--- src/rtl/action_scheduler.sv ---
// action_scheduler: merges button, EPP and gravity action pulses into a
// pending mask, coalesces duplicates, and issues one command at a time over
// a valid/ready handshake with fixed priority and a post-accept holdoff gap.
// Optional build macro: ACTION_SCHED_STATS_EN enables the coalesce counter;
// when undefined, coalesce_cnt is tied to zero.
module action_scheduler #(
  parameter int unsigned GRAVITY_DIV = 25000000,
  parameter int unsigned HOLDOFF_CYC = 2
) (
  input  logic       clk,
  input  logic       rst_n,
  input  logic [5:0] btn_req,
  input  logic [5:0] epp_req,
  input  logic       gravity_en,
  input  logic [2:0] speed,
  input  logic       pause,
  input  logic       flush,
  input  logic       cmd_ready,
  output logic       cmd_valid,
  output logic [2:0] cmd_code,
  output logic [5:0] pending,
  output logic       busy,
  output logic [7:0] coalesce_cnt
);

  localparam int unsigned GW = $clog2(GRAVITY_DIV + 1);
  localparam int unsigned HW = (HOLDOFF_CYC > 0) ? $clog2(HOLDOFF_CYC + 1) : 1;

  localparam logic [1:0] S_IDLE  = 2'd0;
  localparam logic [1:0] S_ISSUE = 2'd1;
  localparam logic [1:0] S_HOLD  = 2'd2;

  logic [1:0]    r_state;
  logic          r_valid;
  logic [2:0]    r_code;
  logic [5:0]    r_pending;
  logic          r_busy;
  logic [HW-1:0] r_hcnt;
  logic [GW-1:0] r_grav;
  logic          r_dman;   // pending DOWN includes a manual (non-gravity) request
  logic          r_rstg;   // command in flight restarts gravity when accepted

  logic [1:0]    w_state_nxt;
  logic          w_valid_nxt;
  logic [2:0]    w_code_nxt;
  logic [5:0]    w_pend_nxt;
  logic [HW-1:0] w_hcnt_nxt;
  logic [GW-1:0] w_grav_nxt;
  logic          w_dman_nxt;
  logic          w_rstg_nxt;
  logic          w_tick;
  logic [5:0]    w_new;
  logic [5:0]    w_onehot;
  logic [2:0]    w_code;
  logic          w_grant;
  logic [5:0]    w_clr;
  logic          w_accept;
  logic [GW-1:0] w_last;

  // Terminal gravity count for the current speed setting
  assign w_last = GW'((GRAVITY_DIV >> speed) - 32'd1);

  // State register; all outputs come straight from these flops
  always_ff @(posedge clk or negedge rst_n) begin
    if (!rst_n) begin
      r_state   <= S_IDLE;
      r_valid   <= 1'b0;
      r_code    <= 3'd0;
      r_pending <= 6'd0;
      r_busy    <= 1'b0;
      r_hcnt    <= '0;
      r_grav    <= '0;
      r_dman    <= 1'b0;
      r_rstg    <= 1'b0;
    end else begin
      r_state   <= w_state_nxt;
      r_valid   <= w_valid_nxt;
      r_code    <= w_code_nxt;
      r_pending <= w_pend_nxt;
      r_busy    <= (w_state_nxt != S_IDLE);
      r_hcnt    <= w_hcnt_nxt;
      r_grav    <= w_grav_nxt;
      r_dman    <= w_dman_nxt;
      r_rstg    <= w_rstg_nxt;
    end
  end

  // Request merge, priority grant, gravity timer and FSM next state
  always_comb begin
    w_state_nxt = r_state;
    w_valid_nxt = r_valid;
    w_code_nxt  = r_code;
    w_hcnt_nxt  = r_hcnt;
    w_rstg_nxt  = r_rstg;
    w_grav_nxt  = r_grav;
    w_onehot    = 6'd0;
    w_code      = 3'd0;
    w_new       = 6'd0;

    w_tick = gravity_en && !pause && (r_grav >= w_last);
    if (!flush) begin
      w_new = btn_req | epp_req | (w_tick ? 6'b000100 : 6'b000000);
    end

    // DROP > ROT_R > ROT_L > LEFT > RIGHT > DOWN
    if (r_pending[3]) begin
      w_onehot = 6'b001000; w_code = 3'd4;
    end else if (r_pending[4]) begin
      w_onehot = 6'b010000; w_code = 3'd5;
    end else if (r_pending[5]) begin
      w_onehot = 6'b100000; w_code = 3'd6;
    end else if (r_pending[0]) begin
      w_onehot = 6'b000001; w_code = 3'd1;
    end else if (r_pending[1]) begin
      w_onehot = 6'b000010; w_code = 3'd2;
    end else if (r_pending[2]) begin
      w_onehot = 6'b000100; w_code = 3'd3;
    end

    w_grant  = (r_state == S_IDLE) && (r_pending != 6'd0) && !pause && !flush;
    w_clr    = w_grant ? w_onehot : 6'd0;
    w_accept = (r_state == S_ISSUE) && cmd_ready;

    w_pend_nxt = (r_pending & ~w_clr) | w_new;
    w_dman_nxt = (r_dman & ~w_clr[2]) | (w_new[2] & (btn_req[2] | epp_req[2]));

    // Manual DOWN/DROP restarts gravity; gravity-generated DOWN does not
    if (w_accept && r_rstg) begin
      w_grav_nxt = '0;
    end else if (gravity_en && !pause) begin
      w_grav_nxt = w_tick ? '0 : r_grav + GW'(1);
    end

    case (r_state)
      S_IDLE: begin
        if (w_grant) begin
          w_state_nxt = S_ISSUE;
          w_valid_nxt = 1'b1;
          w_code_nxt  = w_code;
          w_rstg_nxt  = w_onehot[3] | (w_onehot[2] & r_dman);
        end
      end
      S_ISSUE: begin
        if (cmd_ready) begin
          w_valid_nxt = 1'b0;
          w_code_nxt  = 3'd0;
          w_rstg_nxt  = 1'b0;
          if (HOLDOFF_CYC == 0) begin
            w_state_nxt = S_IDLE;
          end else begin
            w_state_nxt = S_HOLD;
            w_hcnt_nxt  = HW'(HOLDOFF_CYC);
          end
        end
      end
      S_HOLD: begin
        if (r_hcnt <= HW'(1)) begin
          w_state_nxt = S_IDLE;
          w_hcnt_nxt  = '0;
        end else begin
          w_hcnt_nxt = r_hcnt - HW'(1);
        end
      end
      default: w_state_nxt = S_IDLE;
    endcase

    if (flush) begin
      w_state_nxt = S_IDLE;
      w_valid_nxt = 1'b0;
      w_code_nxt  = 3'd0;
      w_hcnt_nxt  = '0;
      w_pend_nxt  = 6'd0;
      w_dman_nxt  = 1'b0;
      w_rstg_nxt  = 1'b0;
      w_grav_nxt  = '0;
    end
  end

`ifdef ACTION_SCHED_STATS_EN
  logic [5:0] w_coal;
  logic [7:0] r_coal;

  assign w_coal = w_new & r_pending & ~w_clr;

  // Saturating count of cycles in which any request was absorbed
  always_ff @(posedge clk or negedge rst_n) begin
    if (!rst_n) begin
      r_coal <= 8'd0;
    end else if (flush) begin
      r_coal <= 8'd0;
    end else if ((w_coal != 6'd0) && (r_coal != 8'hFF)) begin
      r_coal <= r_coal + 8'd1;
    end
  end

  assign coalesce_cnt = r_coal;
`else
  assign coalesce_cnt = 8'd0;
`endif

  assign cmd_valid = r_valid;
  assign cmd_code  = r_code;
  assign pending   = r_pending;
  assign busy      = r_busy;

endmodule

--- config.mk ---
export PLATFORM = sky130hd
export DESIGN_NAME = action_scheduler
export DESIGN_NICKNAME = d
export VERILOG_FILES = /design/src/rtl/action_scheduler.sv
export SDC_FILE = /design/constraint.sdc
export NUM_CORES = 1
export LEC_CHECK = 0
export BUFFER_PORTS_ARGS = -buffer_cell sky130_fd_sc_hd__buf_2
export CELL_PAD_IN_SITES_DETAIL_PLACEMENT = 1
export CELL_PAD_IN_SITES_GLOBAL_PLACEMENT = 1
export CORE_MARGIN = 2
export CORE_UTILIZATION = 40
export CTS_CLUSTER_DIAMETER = 150
export DETAILED_ROUTE_END_ITERATION = 6
export GPL_ROUTABILITY_DRIVEN = 1
export GPL_TIMING_DRIVEN = 1
export PLACE_DENSITY_LB_ADDON = 0.1
export SLEW_MARGIN = 20
export SYNTH_ARGS = -nofsm -noshare
export SYNTH_HDL_FRONTEND = slang
export SYNTH_SLANG_ARGS = --single-unit
--- constraint.sdc ---
create_clock -name clk -period 2.51 [get_ports clk]
set_clock_uncertainty 0.15 [all_clocks]
set_input_delay 0.502 -clock clk [delete_from_list [all_inputs] [get_ports clk]]
set_output_delay 0.502 -clock clk [all_outputs]
set_load 0.01 [all_outputs]
==> run metrics <==
Reg clk slew, reported paths 90 ps; RePlAce Congestion 0.819; routed via count 3343; Nets 527; largest family of logic cells by synthesized area simple AND/OR/NAND/NOR gates; initial antenna violation count 0; Synth Area in XOR/XNOR 1.08%; post-synthesis cell count 392; Setup CP Type in -> reg; all-layer global routing usage 25.9%; Final Hold Fails 18; Syn-to-layout area delta 38.3%; number of buffers created by CTS 5; critical path arrival 3120 ps; Sum Neg Setup Slack -11500 ps; share of layout cells above drive strength 1 33.5%; deepest clock path buffer count 2; Least-Margin Pin Slew 535 ps; Die Span Y 94.1 µm; Power, Total 0.00155 W; first-pass GRT wire length 17800 µm; synth warn 0; First-pass DRT Iterations 4; CP endpoint kind register; RSZ-0062 raised after global routing yes; Post-synth top flop dfrtp_1; CP Launch Type input port; post-DP HPWL 7710 µm; post-synthesis compound-gate area fraction 21.4%; synth unique cells 55; Synth async-reset ratio 100%; CTS tree yes; Initial Utilization 41.6%; largest net degree at the start of global routing 39; Congestion Overflow GR 0; Worst Path Max Fanout 5; pwr dens 346 mW/mm²; min Tclk post-route 3010 ps; Synth Cell Area 0.00324 mm²; Static Leak 2.01 nW; Fillers 941; Synth area leader dfrtp_1; Worst Hold Margin -10.1 ps; WP data required 2620 ps; die area 0.00885 mm²; DRT antenna net count 0; vias per cell 5.74; number of hold buffers added after cts 0; H-tree levels 2; post-synthesis simple-gate area fraction 28.7%; Max-cap violations 0; failing checks hold timing, setup timing; port buffer count 31; Max Clk Rate 332 MHz; area share of fa/ha/maj cells after synthesis 10.4%; Core Area 0.00781 mm²; IO Pins 40; commonest cells in the netlist nand2_1, nor2_1, dfrtp_1; clk_lat worst skew 310 ps; post-synthesis mux area share 0.347%; Synth Register Bits 42; final setup fails 26; post-synth top area share 32.4%; Min-Delay Path Class in -> async; DRC 0; Total Wirelength 11200 µm; Synth Area per Inst 8.28 µm²; cells taking the most area after synthesis dfrtp_1, ha_1, nand2_1, a21oi_1, nor2_1; max_slew headroom 64.4%; status finished with violations; sequential area share after synthesis 32.4%; vias in the first global route 3501; fin util 57.5%; final setup margin -500 ps; clock root cell clkbuf_8; Peak VDD IR 261 µV; # diodes 0; count leader, synth nand2_1; fin. max-slew vios 0; Place WS -892 ps; period utilisation layout 120%; routed len/inst 19.2 µm; Die X 94.1 µm; Iteration-0 DRC Markers 149; row cnt 32; Sinks on Clock Net 42; number of synthesized flops with an enable pin 0
stage by stage:
stage          cell area [µm²]  hold slack, ps  instances
2_1_floorplan             3400            56.4        399
3_3_place_gp              4000             336        561
3_5_place_dp              4000             341        561
4_1_cts                   4340            6.00        577
5_1_grt                   4490            16.5        582
6_report                  4490           -10.1        582
registers in the layout (all words and copies together), names as in the netlist:
signal     flops
r_grav        25
r_rstg         1
cmd_valid      1
r_state        2
r_hcnt         2
pending        6
r_dman         1
busy           1
cmd_code       3
power breakdown:
part	switching, W	internal (W)	leakage, nW
combinational	0.000193	0.000144	1.39
clock	0.000272	0.000228	0.0489
sequential	0.0000197	0.000696	0.567
layer usage:
metal	GRT usage (%)	routed length, µm
met5	0	0
met4	7.61	238
met3	3.85	317
met2	45.5	5640
met1	32.7	4960
cell usage in the layout, fill, tap and decap left out, types with 9 or more instances in the layout:
cell,count
nand3_1,13
nor2_1,40
buf_2,28
a21oi_1,26
nand4_1,11
buf_4,55
a211o_1,11
a21oi_2,10
inv_1,9
or3_1,15
ha_1,23
dfrtp_1,42
nand2_1,52
critical path, stage by stage:
cell and delay (ps):
buf_8 90, clkinv_8 40, nor2_4 90, nand2_2 80
ha_4 160, or3_1 300, nand2_1 60, a21oi_1 60
ha_1 310, nand4_1 100, a21oi_2 50, o31ai_2 290
a31oi_4 150, buf_12 160, buf_12 130, o41ai_4 320
mux2_4 190
cell type report:
| cell class | instances | area, µm² | share of cell area (%) |
|---|---|---|---|
| clock inverter | 1 | 8.76 | 0.195 |
| timing repair buffer | 98 | 817 | 18.2 |
| sequential | 42 | 1050 | 23.4 |
| multi-input combinational | 321 | 2340 | 52.1 |
| inverter | 11 | 56.3 | 1.25 |
| tap | 102 | 128 | 2.84 |
| clock buffer | 7 | 86.3 | 1.92 |
final timing paths:
check	from	end	slack (ps)	cells after the start
max in group asynchronous	rst_n	r_grav[13]$_DFFE_PN0P_	1700	2
worst max register to register	r_grav[18]$_DFFE_PN0P_	r_grav[22]$_DFFE_PN0P_	-180	9
worst max-delay path	speed[2]	r_grav[17]$_DFFE_PN0P_	-500	17
worst min register to register	cmd_valid$_DFFE_PN0P_	cmd_valid$_DFFE_PN0P_	380	2
min in group clk	epp_req[1]	pending[1]$_DFF_PN0_	260	3
worst min-delay path	rst_n	cmd_valid$_DFFE_PN0P_	-10	1
kinds of logic (layout without fill, tap and decap cells):
group	Yosys count	in the layout
other	1	8
xor gates and xnor gates	4	4
and+or+nand+nor	179	179
AOI/OAI and AO/OA	102	102
adders and majority gates	27	27
buffers and inverters	36	117
muxes	1	1
DFF	42	42
what timing repair did:
action                                  4_1_cts  5_1_grt
gates resized for setup                      36       18
buffers inserted                              8        4
pin swaps                                    17        9
gates cloned                                  0        1
endpoints found under the setup margin       26       26
endpoints found under the hold margin         0        0
(Power assumes the default switching activity.)
